--- src/rtl/rx_pkg.sv ---
// rx_pkg: shared state encoding and configuration constants for the serial receive controller.
package rx_pkg;

    typedef enum logic [2:0] {
        IDLE,
        START,
        RECV,
        STOP_CHK,
        CHECK,
        LOAD
    } rx_state_t;

    localparam int MIN_BIT_PERIOD     = 4;
    localparam int DEFAULT_BIT_PERIOD = 10;
    localparam int DEFAULT_DATA_SIZE  = 8;
    localparam int MIN_DATA_SIZE      = 5;
    localparam int MAX_DATA_SIZE      = 8;

endpackage

--- src/rtl/rx_cfg_latch.sv ---
// rx_cfg_latch: clamps and holds the per-packet bit period and data size for the bit timer.
// Ports: clk/n_rst clock and async active-low reset; load captures cfg_* (after clamping);
//        bit_period/data_size are the held values, reset to the package defaults.
module rx_cfg_latch
    import rx_pkg::*;
#(
    parameter int BP_WIDTH       = 14,
    parameter int DS_WIDTH       = 4,
    parameter int MIN_BIT_PERIOD = rx_pkg::MIN_BIT_PERIOD
) (
    input  logic                clk,
    input  logic                n_rst,
    input  logic                load,
    input  logic [BP_WIDTH-1:0] cfg_bit_period,
    input  logic [DS_WIDTH-1:0] cfg_data_size,
    output logic [BP_WIDTH-1:0] bit_period,
    output logic [DS_WIDTH-1:0] data_size
);

    logic [BP_WIDTH-1:0] bit_period_q, bit_period_d;
    logic [DS_WIDTH-1:0] data_size_q, data_size_d;

    // Too-short periods are raised to the minimum; out-of-range sizes fall back to a full byte.
    assign bit_period_d = (cfg_bit_period < BP_WIDTH'(MIN_BIT_PERIOD)) ? BP_WIDTH'(MIN_BIT_PERIOD) : cfg_bit_period;
    assign data_size_d  = (cfg_data_size >= DS_WIDTH'(MIN_DATA_SIZE) && cfg_data_size <= DS_WIDTH'(MAX_DATA_SIZE))
                          ? cfg_data_size : DS_WIDTH'(DEFAULT_DATA_SIZE);

    always_ff @(posedge clk or negedge n_rst) begin
        if (!n_rst) begin
            bit_period_q <= BP_WIDTH'(DEFAULT_BIT_PERIOD);
            data_size_q  <= DS_WIDTH'(DEFAULT_DATA_SIZE);
        end else if (load) begin
            bit_period_q <= bit_period_d;
            data_size_q  <= data_size_d;
        end
    end

    assign bit_period = bit_period_q;
    assign data_size  = data_size_q;

endmodule

--- src/rtl/rx_ctrl_fsm.sv ---
// rx_ctrl_fsm: receive control FSM sequencing start, bit timing, stop check and buffer load.
// Ports: clk/n_rst clock and async active-low reset; rx_enable gates reception and aborts packets;
//        start_bit_detected/packet_done/stop_bit come from the receive datapath; data_read is the
//        host acknowledge; cfg_* is the requested timing. Outputs drive the bit timer
//        (enable_timer, bit_period, data_size), the stop-bit checker (sbc_clear, sbc_enable),
//        the rx buffer (load_buffer) and the host status (data_ready, framing_error,
//        overrun_error, busy). Every output comes from a register or the registered state.
module rx_ctrl_fsm
    import rx_pkg::*;
#(
    parameter int BP_WIDTH       = 14,
    parameter int DS_WIDTH       = 4,
    parameter int MIN_BIT_PERIOD = rx_pkg::MIN_BIT_PERIOD
) (
    input  logic                clk,
    input  logic                n_rst,
    input  logic                rx_enable,
    input  logic                start_bit_detected,
    input  logic                packet_done,
    input  logic                stop_bit,
    input  logic                data_read,
    input  logic [BP_WIDTH-1:0] cfg_bit_period,
    input  logic [DS_WIDTH-1:0] cfg_data_size,
    output logic                enable_timer,
    output logic [BP_WIDTH-1:0] bit_period,
    output logic [DS_WIDTH-1:0] data_size,
    output logic                sbc_clear,
    output logic                sbc_enable,
    output logic                load_buffer,
    output logic                data_ready,
    output logic                framing_error,
    output logic                overrun_error,
    output logic                busy
);

    rx_state_t state_q, state_d;
    logic      data_ready_q, data_ready_d;
    logic      framing_error_q, framing_error_d;
    logic      overrun_error_q, overrun_error_d;
    logic      cfg_load;

    rx_cfg_latch #(
        .BP_WIDTH      (BP_WIDTH),
        .DS_WIDTH      (DS_WIDTH),
        .MIN_BIT_PERIOD(MIN_BIT_PERIOD)
    ) u_cfg (
        .clk           (clk),
        .n_rst         (n_rst),
        .load          (cfg_load),
        .cfg_bit_period(cfg_bit_period),
        .cfg_data_size (cfg_data_size),
        .bit_period    (bit_period),
        .data_size     (data_size)
    );

    always_ff @(posedge clk or negedge n_rst) begin
        if (!n_rst) begin
            state_q         <= IDLE;
            data_ready_q    <= 1'b0;
            framing_error_q <= 1'b0;
            overrun_error_q <= 1'b0;
        end else begin
            state_q         <= state_d;
            data_ready_q    <= data_ready_d;
            framing_error_q <= framing_error_d;
            overrun_error_q <= overrun_error_d;
        end
    end

    always_comb begin
        state_d         = state_q;
        data_ready_d    = data_read ? 1'b0 : data_ready_q;
        overrun_error_d = data_read ? 1'b0 : overrun_error_q;
        framing_error_d = framing_error_q;
        cfg_load        = 1'b0;
        case (state_q)
            IDLE: begin
                cfg_load = rx_enable && start_bit_detected;
                state_d  = cfg_load ? START : IDLE;
            end
            START: begin
                state_d         = rx_enable ? RECV : IDLE;
                framing_error_d = rx_enable ? 1'b0 : framing_error_q;
            end
            RECV:     state_d = !rx_enable ? IDLE : (packet_done ? STOP_CHK : RECV);
            STOP_CHK: state_d = rx_enable ? CHECK : IDLE;
            CHECK: begin
                state_d         = (rx_enable && stop_bit) ? LOAD : IDLE;
                framing_error_d = (rx_enable && !stop_bit) ? 1'b1 : framing_error_q;
            end
            LOAD: begin
                state_d      = IDLE;
                data_ready_d = 1'b1;
                // A read landing on the load cycle consumes the old word, so no overrun.
                overrun_error_d = overrun_error_d | (data_ready_q & ~data_read);
            end
            default: state_d = IDLE;
        endcase
    end

    assign enable_timer  = (state_q == RECV);
    assign sbc_clear     = (state_q == START);
    assign sbc_enable    = (state_q == STOP_CHK);
    assign load_buffer   = (state_q == LOAD);
    assign busy          = (state_q != IDLE);
    assign data_ready    = data_ready_q;
    assign framing_error = framing_error_q;
    assign overrun_error = overrun_error_q;

endmodule

--- config.mk ---
export PLATFORM = sky130hd
export DESIGN_NAME = rx_ctrl_fsm
export DESIGN_NICKNAME = d
export VERILOG_FILES = /design/src/rtl/rx_pkg.sv /design/src/rtl/rx_cfg_latch.sv /design/src/rtl/rx_ctrl_fsm.sv
export SDC_FILE = /design/constraint.sdc
export NUM_CORES = 1
export LEC_CHECK = 0
export CORE_MARGIN = 3
export CORE_UTILIZATION = 30
export DETAILED_ROUTE_END_ITERATION = 10
export RECOVER_POWER = 100
export SYNTH_ARGS = -nofsm -noshare
export SYNTH_HDL_FRONTEND = slang
export SYNTH_SLANG_ARGS = --single-unit
--- constraint.sdc ---
create_clock -name clk -period 2.1 [get_ports clk]
set_clock_uncertainty 0.15 [all_clocks]
set_input_delay 0.21 -clock clk [delete_from_list [all_inputs] [get_ports clk]]
set_output_delay 0.21 -clock clk [all_outputs]
set_load 0.01 [all_outputs]
# After elaboration in Yosys (flattened, before gate mapping)
# Index checks and enable logic that the tools add are counted.
[totals] reg_bits=24
[classes] n_eq_ne=7 reduce_logical=10 bitwise=3 mux=17 order_cmp=3
[ops] operator="one-hot mux 3 bit (5 select lines)" count=1
[ops] operator="< comparator 14 x 3 -> 1 bit, second input constant" count=1
[ops] operator="2-to-1 mux 14 bit" count=1
[ops] operator="2-to-1 mux 1 bit" count=9
[ops] operator="equality test 3 x 2 -> 1 bit, second input constant" count=2
[ops] operator="equality test 3 bit, second input constant" count=2
[ops] operator="2-to-1 mux 3 bit" count=2
[ops] operator="greater-or-equal comparator 4 x 3 -> 1 bit, second input constant" count=1
[ops] operator="<= comparator 4 bit, second input constant" count=1
[ops] operator="logical AND 1 bit" count=4
[ops] operator="2-to-1 mux 2 bit" count=2
[ops] operator="2-to-1 mux 4 bit" count=1
[ops] operator="inequality test 2 bit, second input constant" count=2
[ops] operator="nonzero test 2 bit" count=2
[ops] operator="equality test 3 x 1 -> 1 bit, second input constant" count=1
[ops] operator="zero test 3 bit" count=1
[ops] operator="AND reduction 3 bit" count=1
[ops] operator="nonzero test 3 bit" count=1
[ops] operator="one-hot mux 1 bit (2 select lines)" count=1
[ops] operator="AND 1 bit" count=1
[ops] operator="zero test 1 bit" count=1
[ops] operator="inverter 1 bit" count=1
[ops] operator="OR 1 bit" count=1

# Logic depth before layout (Yosys ltp)
# Gate-level depths: netlist of the first run.
[depth] depth_word=4 mapped_depth=5

# Modules after synthesis
# A second synthesis of the first run with hierarchy kept.
[unflattened] cells_unflattened=85 area_unflattened_um2=1066.0
[modules_own_cells] mod="rx_cfg_latch" cells_per_inst=54 n_inst=1 area_each_um2=734.5
[modules_own_cells] mod="rx_ctrl_fsm" cells_per_inst=31 n_inst=1 area_each_um2=331.6

# Worst setup path after synthesis of the first run
# Ideal clock, no wire load.
[synth_timing] path_kind="flip-flop to flip-flop" startpoint="register state_q[0]" endpoint="register u_cfg.bit_period_q[13], in the netlist u_cfg.bit_period[13]" setup_ns=0.125 required_time_ns=1.825 path_stages_with_launch=6 period_less_slack_ns=1.744 arrival_time_ns=1.469 setup_slack_ns=0.356 cell_sequence="dfrtp_1 > buf_6 > nor4b_4 > nand2_4 > buf_6 > mux2_4"
[synth_via] elab_chain_cells=2
[synth_rtl] element="from (decl)" line="rx_ctrl_fsm.sv:36" source="rx_state_t state_q, state_d;"
[synth_rtl] element="from (signal assigned)" line="rx_ctrl_fsm.sv:63" source="state_q <= state_d;"
[synth_rtl] element="zero test 3 bit" line="rx_ctrl_fsm.sv:76" source="case (state_q)"
[synth_rtl] element="2-to-1 mux 1 bit" line="rx_ctrl_fsm.sv:76"
[synth_rtl] element="to (signal assigned)" line="rx_cfg_latch.sv:30" source="bit_period_q <= BP_WIDTH'(DEFAULT_BIT_PERIOD);"
[synth_rtl] element="to (signal assigned)" line="rx_cfg_latch.sv:33" source="bit_period_q <= bit_period_d;"
[synth_rtl] element="to (decl)" line="rx_cfg_latch.sv:20" source="logic [BP_WIDTH-1:0] bit_period_q, bit_period_d;"
# Every way passes these cells.
# A chain may end at the register's enable or synchronous reset.

# Worst setup path after layout of the first run
[layout_timing] startpoint="register state_q[2]" endpoint="output port load_buffer"
[layout_via] elab_chain_cells=1
[layout_rtl] element="equality test 3 bit" line="rx_ctrl_fsm.sv:104" source="assign load_buffer = (state_q == LOAD);"
[layout_rtl] element="to (decl)" line="rx_ctrl_fsm.sv:29" source="output logic load_buffer,"
# Every way passes these cells.

==> metrics.txt, run 1 <==
setup TNS 0 ns; final RePlAce weighted congestion between 0.7 and 0.8; remaining antenna violation count 0; fin. max-slew vios 0; Area growth syn-to-layout 51.5%; Yosys Warn Count 0; Via Count between 800 and 900; detailed placer's ending HPWL a little under 2000 um; CTS Sinks 24; Syn Area/Cell approximately 13 um2; Root Buffer clkbuf_8; DR pass1 iterations 2; pwr dens approximately 870 nW/um2; Starting Density between 30% and 40%; max-cap viol count 0; Cell Count Post-Placement between 150 and 200; Routed WL per cell roughly 14 um; final setup violation count 0; total gr overflow 0; fin crit period 2.01 ns; cells after synthesis 88; chip width 67.0 um; Total Routing Usage GR 11.7%; Seq pwr share around 44%; worst-path maximum fanout 11; largest cells by area after synthesis dfrtp_1 47%, mux2_4 11%, dfstp_2 7.1%, mux2_2 3.0%, and3b_1 2.4%; Cell Area, Synth 1110 um2; CP max-delay cell dfrtp_1; IO Port Bufs 50; Via density roughly 4.7; fraction of the yosys area taken by sequential cells 54.2%; slowest stage delay, CP approximately 0.56 ns; worst path cell trace and3b_1 > clkdlybuf4s50_1; initial antenna violation count 0; Synth top area share ~47%; Startpoint Class flop; run status completed; Die ar. about 4500 um2; Fmax 0.498 GHz; period utilization 95.6%; Unique masters post-synth 34; nets@finish 165; number of global-route vias before repair between 900 and 1000; Clk pin slew, worst setup/hold paths 0.09 ns; # diodes 0; synthesized flop and latch total 24; FP Rows 21; Net Count, Synth approximately 110; Pint roughly 0.0011 W; sw power about 0.00038 W; Hold Violations, Final 0; Comb power frac ~29%; Crit Path Class reg -> out; largest area contributor in the netlist dfrtp_1; share of cells above drive strength 1 10.1%; worst skew pair latency 0.26 ns; Initial DRC Count 45; most common cell after layout, fill and taps aside clkdlybuf4s50_1; final std cells w/o fill ~190; CP Capture Type output port; IO Pins approximately 50; global-route wire length before repair between 4000 and 5000 um; HP Class in -> reg; Sw Share between 20% and 30%; CTS Buffer Depth 2; most frequent cells in the layout 28 x clkdlybuf4s50_1, 22 x dlygate4sd3_1, 20 x dfrtp_1, 6 x mux2_1, 5 x o21ai_0; CTS H-tree lvls 1; Crit path required time about 1.7 ns; Slew @ Worst Pin 1.27 ns; CTS tree built; die height roughly 67 um; Rel. slew slack roughly 15%; number of post-CTS setup repair buffers 0; core area 3470 um2; VDD IR max ~0.00034 V; unrepaired setup endpoints after global routing no; crit path DAT 1.65 ns; cell leakage power 0.710 nW; Clock power frac 27.3%; DRC 0; CTS buffer count 3; WL final approximately 2500 um; largest net degree at the start of global routing 25
registers in the layout (all words and copies together), names as in the netlist:
| register | count |
|---|---|
| u_cfg.bit_period | 14 |
| u_cfg.data_size | 4 |
| state_q | 3 |
| data_ready | 1 |
| framing_error | 1 |
| overrun_error | 1 |
critical path: cells and delay by family (launching register included):
family	cells	cell delay (ns)
simple gates	1	0.26
flops	1	0.56
buf+inv	1	0.56
stage by stage:
| step | setup WS (ns) | total power [W] | util (%) | hold slack [ns] | area (um2) |
|---|---|---|---|---|---|
| 2_1_floorplan | 0.356 | 0.000857 | - | -0.236 | 1110 |
| 3_3_place_gp | 0.264 | 0.00114 | 47.7 | 0.322 | 1650 |
| 3_5_place_dp | 0.237 | 0.00115 | 47.7 | 0.340 | 1650 |
| 4_1_cts | 0.0357 | 0.00156 | 49.7 | 0.167 | 1730 |
| 5_1_grt | 0.00316 | 0.00154 | 48.7 | 0.361 | 1690 |
| 6_report | 0.0929 | 0.00146 | 48.7 | 0.318 | 1690 |
layout make-up:
type                       count  area, um2
tap                           46       57.6
fill                         350       1780
multi-input combinational     55        432
clock inverter                 1       30.0
timing repair buffer          52        508
clock buffer                   3       41.3
sequential                    24        606
inverter                       4       15.0
power by group through the flow:
stage	Clock [W]	Sequential [W]	Combinational, W
finish	0.000399	0.000636	0.000428
detailed placement	0	0.000646	0.000506
CTS	0.000410	0.000644	0.000506
floorplan	0	0.000674	0.000184
global route	0.000424	0.000651	0.000466
global placement	0	0.000648	0.000495
synthesized netlist by cell type:
| library cell | n |
|---|---|
| nand4_1 | 2 |
| mux2_2 | 3 |
| nor2b_1 | 2 |
| inv_1 | 4 |
| nor2_1 | 3 |
| o2bb2ai_1 | 2 |
| dfrtp_1 | 21 |
| nor4_1 | 3 |
| mux2_4 | 8 |
| or3_1 | 1 |
| nor3b_1 | 2 |
| o2111ai_1 | 1 |
| a31oi_1 | 2 |
| clkbuf_1 | 2 |
| nand2_1 | 1 |
| nand3_1 | 2 |
| a21o_1 | 1 |
| buf_6 | 2 |
| nand2_4 | 1 |
| and2_1 | 1 |
| and3_1 | 1 |
| nor4bb_1 | 1 |
| and3b_1 | 3 |
| nand3b_1 | 1 |
| o21a_1 | 1 |
| nand2b_1 | 1 |
| mux2i_1 | 1 |
| o21ai_0 | 5 |
| buf_1 | 1 |
| o21bai_1 | 1 |
| a21oi_1 | 3 |
| dfstp_2 | 3 |
| nor4b_4 | 1 |
| xnor2_1 | 1 |
cells by family after synthesis:
kind of cell              synth area share [%]
xor gates and xnor gates                 0.786
AOI/OAI and AO/OA                         9.09
and+or+nand+nor                           16.8
muxes                                     14.7
DFF                                       54.2
buffers and inverters                     4.38
final timing paths:
check,from,endpoint,slack (ns),depth (start not counted)
min,cfg_bit_period[1],u_cfg.bit_period[1],0.32,3
max,state_q[2],load_buffer,0.09,2
max in group asynchronous,n_rst,state_q[1],0.37,2
min in group asynchronous,n_rst,state_q[2],0.59,2
min reg2reg,u_cfg.bit_period[1],u_cfg.bit_period[1],0.34,1
max reg2reg,state_q[0],u_cfg.bit_period[4],0.19,3
timing repair:
action | 4_1_cts | 5_1_grt
setup endpoints to repair | 0 | 2
resized for setup | 0 | 1
hold buffers | 0 | 0
layer usage:
| layer | wire length [um] | up-vias | share of wire (%) | global-route usage, % |
|---|---|---|---|---|
| met3 | 271 | 2 | 11 | 4.72 |
| met5 | 0 | - | 0 | 0 |
| met4 | 8 | 0 | 0.31 | 2.28 |
| met2 | 1100 | 36 | 43 | 18.1 |
| met1 | 1160 | 411 | 46 | 15.3 |
| li1 | - | 421 | - | - |
Power figures use the tool's default switching activity.
==> inputs of run 2 (changes only) <==
- CORE_ASPECT_RATIO: default -> 1.25
- CORE_UTILIZATION: 30 -> 40
- PLACE_DENSITY: default -> 0.78
==> run 2 against run 1 <==
  * Worst hold slack worse by 0.025 ns
  * Sequential share of layout area rose by 0.99 points
  * Die area down 23%
  * Highest routed layer unchanged
  * Global-route usage rose by 4.2 points
  * Count of clock-buffer cells in the layout increased by 1
  * Non-clock buffer count increased by 2
  * Cell area down 2.3%
  * Cell count down 5.9%
  * Register-to-register slack is essentially flat
==> metrics.txt, run 2 (same netlist as run 1, synthesis figures left out) <==
run status completed; DRC 0 (unchanged); number of global-route vias before repair 921 (+0.11%); Post-CTS Hold Fix Bufs 0 (unchanged); CP Capture Type output port; final std cells w/o fill 174 (-5.9%); largest net degree at the start of global routing 25 (unchanged); final RePlAce weighted congestion 0.742 (+0.54%); Crit path max-delay family flip-flops; Clock power frac 17.8% (-9.5 points); DR pass1 iterations 5 (+3); Sw Share 28.1% (+2.2 points); Routed WL per cell 14.6 um (+6.6%); CTS Sinks 24 (unchanged); nets@finish 167 (+1.2%); CTS buffer count 3 (unchanged); setup TNS 0 ns (unchanged); core area 2550 um2 (-26%); Via Count 901 (+3.6%); Root Buffer clkbuf_4; Total Routing Usage GR 15.9% (+4.2 points); CTS tree built; CP max-delay cell dfrtp_2; Rel. slew slack 19.0% (+3.6 points); Starting Density 43.7% (+12 points); initial antenna violation count 0 (unchanged); detailed placer's ending HPWL 1980 um (+2.1%); most common cell after layout, fill and taps aside clkdlybuf4s50_1; Comb power frac 33.5% (+4.2 points); WL final 2550 um (+0.24%); Seq pwr share 48.7% (+5.2 points); HP Class in -> reg; Slew @ Worst Pin 1.22 ns (-0.0545 ns); fillcell total 233 (-33%); Initial DRC Count 22 (-51%); VDD IR max 0.000582 V (+71%); Hold Violations, Final 0 (unchanged); Clk pin slew, worst setup/hold paths 0.12 ns (+0.03 ns); Startpoint Class flop; chip width 53.2 um (-21%); max-cap viol count 0 (unchanged); Buf/Inv on CP 1 (unchanged); Crit path required time 1.74 ns (about the same); sw power 0.000366 W (-3.4%); most frequent cells in the layout 27 x clkdlybuf4s50_1, 23 x dlygate4sd3_1, 18 x dfrtp_1, 7 x mux2_1, 5 x o21ai_0; Worst Hold Slack 0.293 ns (-0.0254 ns); total gr overflow 0 (unchanged); global-route wire length before repair 4140 um (+1.4%); # diodes 0 (unchanged); Fmax 0.497 GHz (-0.23%); Via density 5.18 (+10%); remaining antenna violation count 0 (unchanged); Final Power 0.00130 W (-11%); period utilization 95.8% (+0.22 points); post-layout util 64.7% (+16 points); worst path cell trace or3_1 > clkdlybuf4s50_1; r2r setup slk 0.20 ns (about the same); Die ar. 3460 um2 (-23%); CTS H-tree lvls 1 (unchanged); crit path DAT 1.65 ns (about the same); FP Rows 20 (-4.8%); fin. max-slew vios 0 (unchanged); slowest stage delay, CP 0.49 ns (-0.07 ns); die height 65.0 um (-2.9%); worst skew pair latency 0.31 ns (+0.05 ns); IO Pins 51 (unchanged); CTS Buffer Depth 2 (unchanged); pwr dens 789 nW/um2 (-9.0%); final setup violation count 0 (unchanged); unrepaired setup endpoints after global routing no; cell leakage power 0.695 nW (-2.1%); Crit Path Class reg -> out; IO Port Bufs 50 (unchanged); share of cells above drive strength 1 12.1% (+2.0 points); Pint 0.000936 W (-14%); Area growth syn-to-layout 48.0%; fin crit period 2.01 ns (+0.00465 ns); Cell Count Post-Placement 168 (-7.2%); Largest register FFs 14 (unchanged); worst-path maximum fanout 11 (unchanged)
## run 2: cell types whose count changed in the layout (fill, tap and decap cells not counted), moves of 2 or more
cell | before | now
clkbuf_4 | 0 | 3
clkbuf_8 | 3 | 1
dfrtp_1 | 20 | 18
dfrtp_2 | 1 | 3
## run 2: metal layers
metal  track usage, %  part of all wire [%]  wire, um
met3             3.68                   7.9       202
met5                0                     0         0
met1             20.1                    40      1030
met2             26.7                    50      1290
met4             3.83                   1.0        26
## run 2: repair_timing
action | 4_1_cts | 5_1_grt
setup endpoints to repair | 1 | 5
endpoints found under the hold margin | 0 | 0
gates resized for setup | 1 | 2
setup buffers | 0 | 2
## run 2: area by class of cell
type | instances | area, um2 | area share [%]
timing repair buffer | 54 | 519 | 31.5
multi-input combinational | 55 | 430 | 26.1
tap | 33 | 41.3 | 2.50
inverter | 4 | 15.0 | 0.910
clock buffer | 4 | 36.3 | 2.20
sequential | 24 | 608 | 36.8
## run 2: path summary, 6_finish.rpt
path | from | cells past startpoint | end
max reg2reg | state_q[1] | 5 | u_cfg.data_size[2]
max in group asynchronous | n_rst | 2 | state_q[2]
max | state_q[1] | 2 | busy
min | data_read | 2 | overrun_error
min reg2reg | u_cfg.bit_period[1] | 1 | u_cfg.bit_period[1]
min in group asynchronous | n_rst | 2 | framing_error
## run 2: power by group through the flow
stage | Clock (W) | Sequential [W] | Combinational [W]
floorplan | 0 | 0.000674 | 0.000184
global placement | 0 | 0.000648 | 0.000491
detailed placement | 0 | 0.000645 | 0.000508
CTS | 0.000239 | 0.000642 | 0.000509
global route | 0.000259 | 0.000653 | 0.000473
finish | 0.000232 | 0.000633 | 0.000436
## run 2: through the flow
step           setup slack (ns)  area (um2)
2_1_floorplan             0.356        1110
3_3_place_gp              0.280        1640
3_5_place_dp              0.229        1640
4_1_cts                  0.0330        1680
5_1_grt                  0.0296        1650
6_report                 0.0882        1650
==> inputs of run 3 (changes only) <==
- CORE_UTILIZATION: 40 -> 42
- CTS_BUF_LIST: default -> sky130_fd_sc_hd__clkbuf_4
- GPL_TIMING_DRIVEN: default -> 0
- PLACE_DENSITY: 0.78 -> 0.81
==> run 3 against run 2 <==
  * Global-route usage about the same
  * Cell count did not move
  * Critical path depth increased by 1
  * Routed wire length shrank 6.0%
  * Non-clock buffer count did not move
  * Sequential cell count unchanged
  * Die area fell by 4.3%
  * Sequential power decreased by 2%
  * Via count down 2.7%
  * Worst setup slack better by 0.065 ns
  * Cell area down 0.30%
  * Register-to-register slack worse by 0.03 ns
  * Critical endpoint is now load_buffer
==> metrics.txt, run 3 (same netlist as run 1, synthesis figures left out) <==
Starting Density 45.0% (+1.3 points); Routed WL per cell 13.8 um (-6.0%); unrepaired setup endpoints after global routing no; Placed Area 1650 um2 (+0.53%); initial antenna violation count 0 (unchanged); number of global-route vias before repair 938 (+1.8%); Area growth syn-to-layout 47.6%; Final Cell Area 1650 um2 (-0.30%); cell leakage power 0.730 nW (+5.0%); die height 63.6 um (-2.2%); Rel. slew slack 30.0% (+11 points); most frequent cells in the layout 22 x clkdlybuf4s50_1, 22 x dlygate4sd3_1, 21 x dfrtp_1, 8 x mux2_1, 5 x o21ai_0; worst-path maximum fanout 10 (-1); CTS H-tree lvls 1 (unchanged); final RePlAce weighted congestion 0.668 (-10%); pwr dens 763 nW/um2 (-3.3%); Clk pin slew, worst setup/hold paths 0.13 ns (about the same); max-cap viol count 0 (unchanged); Die ar. 3310 um2 (-4.3%); worst skew pair latency 0.30 ns (about the same); Slew @ Worst Pin 1.05 ns (-0.168 ns); HP Class in -> reg; CP Capture Type output port; WL final 2390 um (-6.0%); CTS buffer count 3 (unchanged); CTS tree built; total gr overflow 0 (unchanged); FP Rows 20 (unchanged); period utilization 92.7% (-3.1 points); nets@finish 167 (unchanged); remaining antenna violation count 0 (unchanged); crit path DAT 1.59 ns (-0.06 ns); Via density 5.04 (-2.7%); Crit path required time 1.74 ns (about the same); CTS Sinks 24 (unchanged); Via Count 877 (-2.7%); IO Port Bufs 49 (-2.0%); # diodes 0 (unchanged); run status completed; fin. max-slew vios 0 (unchanged); Crit Path Class reg -> out; Startpoint Class flop; Fmax 0.514 GHz (+3.3%); Hold Violations, Final 0 (unchanged); number of post-CTS setup repair buffers 0 (unchanged); Post-CTS Hold Fix Bufs 0 (unchanged); DR pass1 iterations 4 (-1); Initial DRC Count 6 (-73%); DRC 0 (unchanged); Final Power 0.00126 W (-3.5%); chip width 52.1 um (-2.1%); fin crit period 1.95 ns (-0.0652 ns); largest net degree at the start of global routing 25 (unchanged); global-route wire length before repair 4080 um (-1.5%); detailed placer's ending HPWL 1810 um (-8.3%); Largest register FFs 14 (unchanged); CTS Buffer Depth 2 (unchanged); IO Pins 51 (unchanged); Root Buffer clkbuf_4; setup TNS 0 ns (unchanged); final setup violation count 0 (unchanged); Total Routing Usage GR 15.8% (-0.021 points); share of cells above drive strength 1 9.93% (-2.1 points); core area 2480 um2 (-2.9%); VDD IR max 0.000552 V (-5.1%)
==> run 3: cell types whose count changed in the layout (fill, tap and decap cells not counted), moves of 2 or more <==
cell	previous run	this run
buf_6	0	2
dfrtp_1	18	21
clkbuf_1	3	1
clkdlybuf4s50_1	27	22
dlygate4sd2_1	0	3
dfrtp_2	3	0
==> run 3: final timing paths <==
check	from	end	slack, ns	cells past startpoint
max	state_q[2]	load_buffer	0.15	3
min in group asynchronous	n_rst	state_q[2]	0.38	1
min reg2reg	u_cfg.bit_period[1]	u_cfg.bit_period[1]	0.34	1
max in group asynchronous	n_rst	u_cfg.bit_period[7]	0.80	1
max reg2reg	state_q[0]	u_cfg.bit_period[5]	0.17	5
min	start_bit_detected	u_cfg.bit_period[1]	0.17	3
==> run 3: area by class of cell <==
type,count,area (um2)
fill,195,832
sequential,24,604
timing repair buffer,49,489
multi-input combinational,55,432
tap,33,41.3
buffer,5,37.5
clock buffer,3,22.5
inverter,4,15.0
clock inverter,1,3.75
==> run 3: worst max-delay path, stage by stage (launching register included) <==
cell	delay, ns
dfrtp_1	0.41
clkbuf_1	0.32
and3b_1	0.26
dlygate4sd2_1	0.29
==> run 3: timing repair <==
| action | 4_1_cts | 5_1_grt |
|---|---|---|
| resized for setup | 6 | 3 |
| endpoints found under the setup margin | 5 | 2 |
| hold endpoints to repair | 0 | 0 |
| gates cloned | 0 | 0 |
==> run 3: power breakdown <==
part           internal [W]  switching (W)  total (W)  leakage, nW
Combinational      0.000255       0.000182   0.000437        0.424
Sequential         0.000568      0.0000528   0.000621        0.291
Clock             0.0000693       0.000128   0.000197       0.0154
==> run 3: per-stage QoR <==
| stage | setup WS (ns) | std cells | utilization [%] | hold slack [ns] |
|---|---|---|---|---|
| after global routing | 0.0570 | 174 | 66.4 | 0.204 |
| after floorplan | 0.356 | 88 | - | -0.236 |
| after global placement | -0.0366 | 170 | 66.5 | 0.323 |
| final | 0.153 | 174 | 66.4 | 0.170 |
| after detailed placement | -0.0608 | 170 | 66.5 | 0.324 |
| after CTS | 0.0208 | 174 | 67.6 | 0.164 |
==> run 3: per-layer routing <==
layer,part of all wire (%),vias up,track usage [%],wire length (um)
li1,-,421,-,-
met1,42,418,21.0,1020
met2,49,36,25.0,1180
met3,7.8,2,4.02,187
met4,0.67,0,4.92,16
met5,0,-,0,0
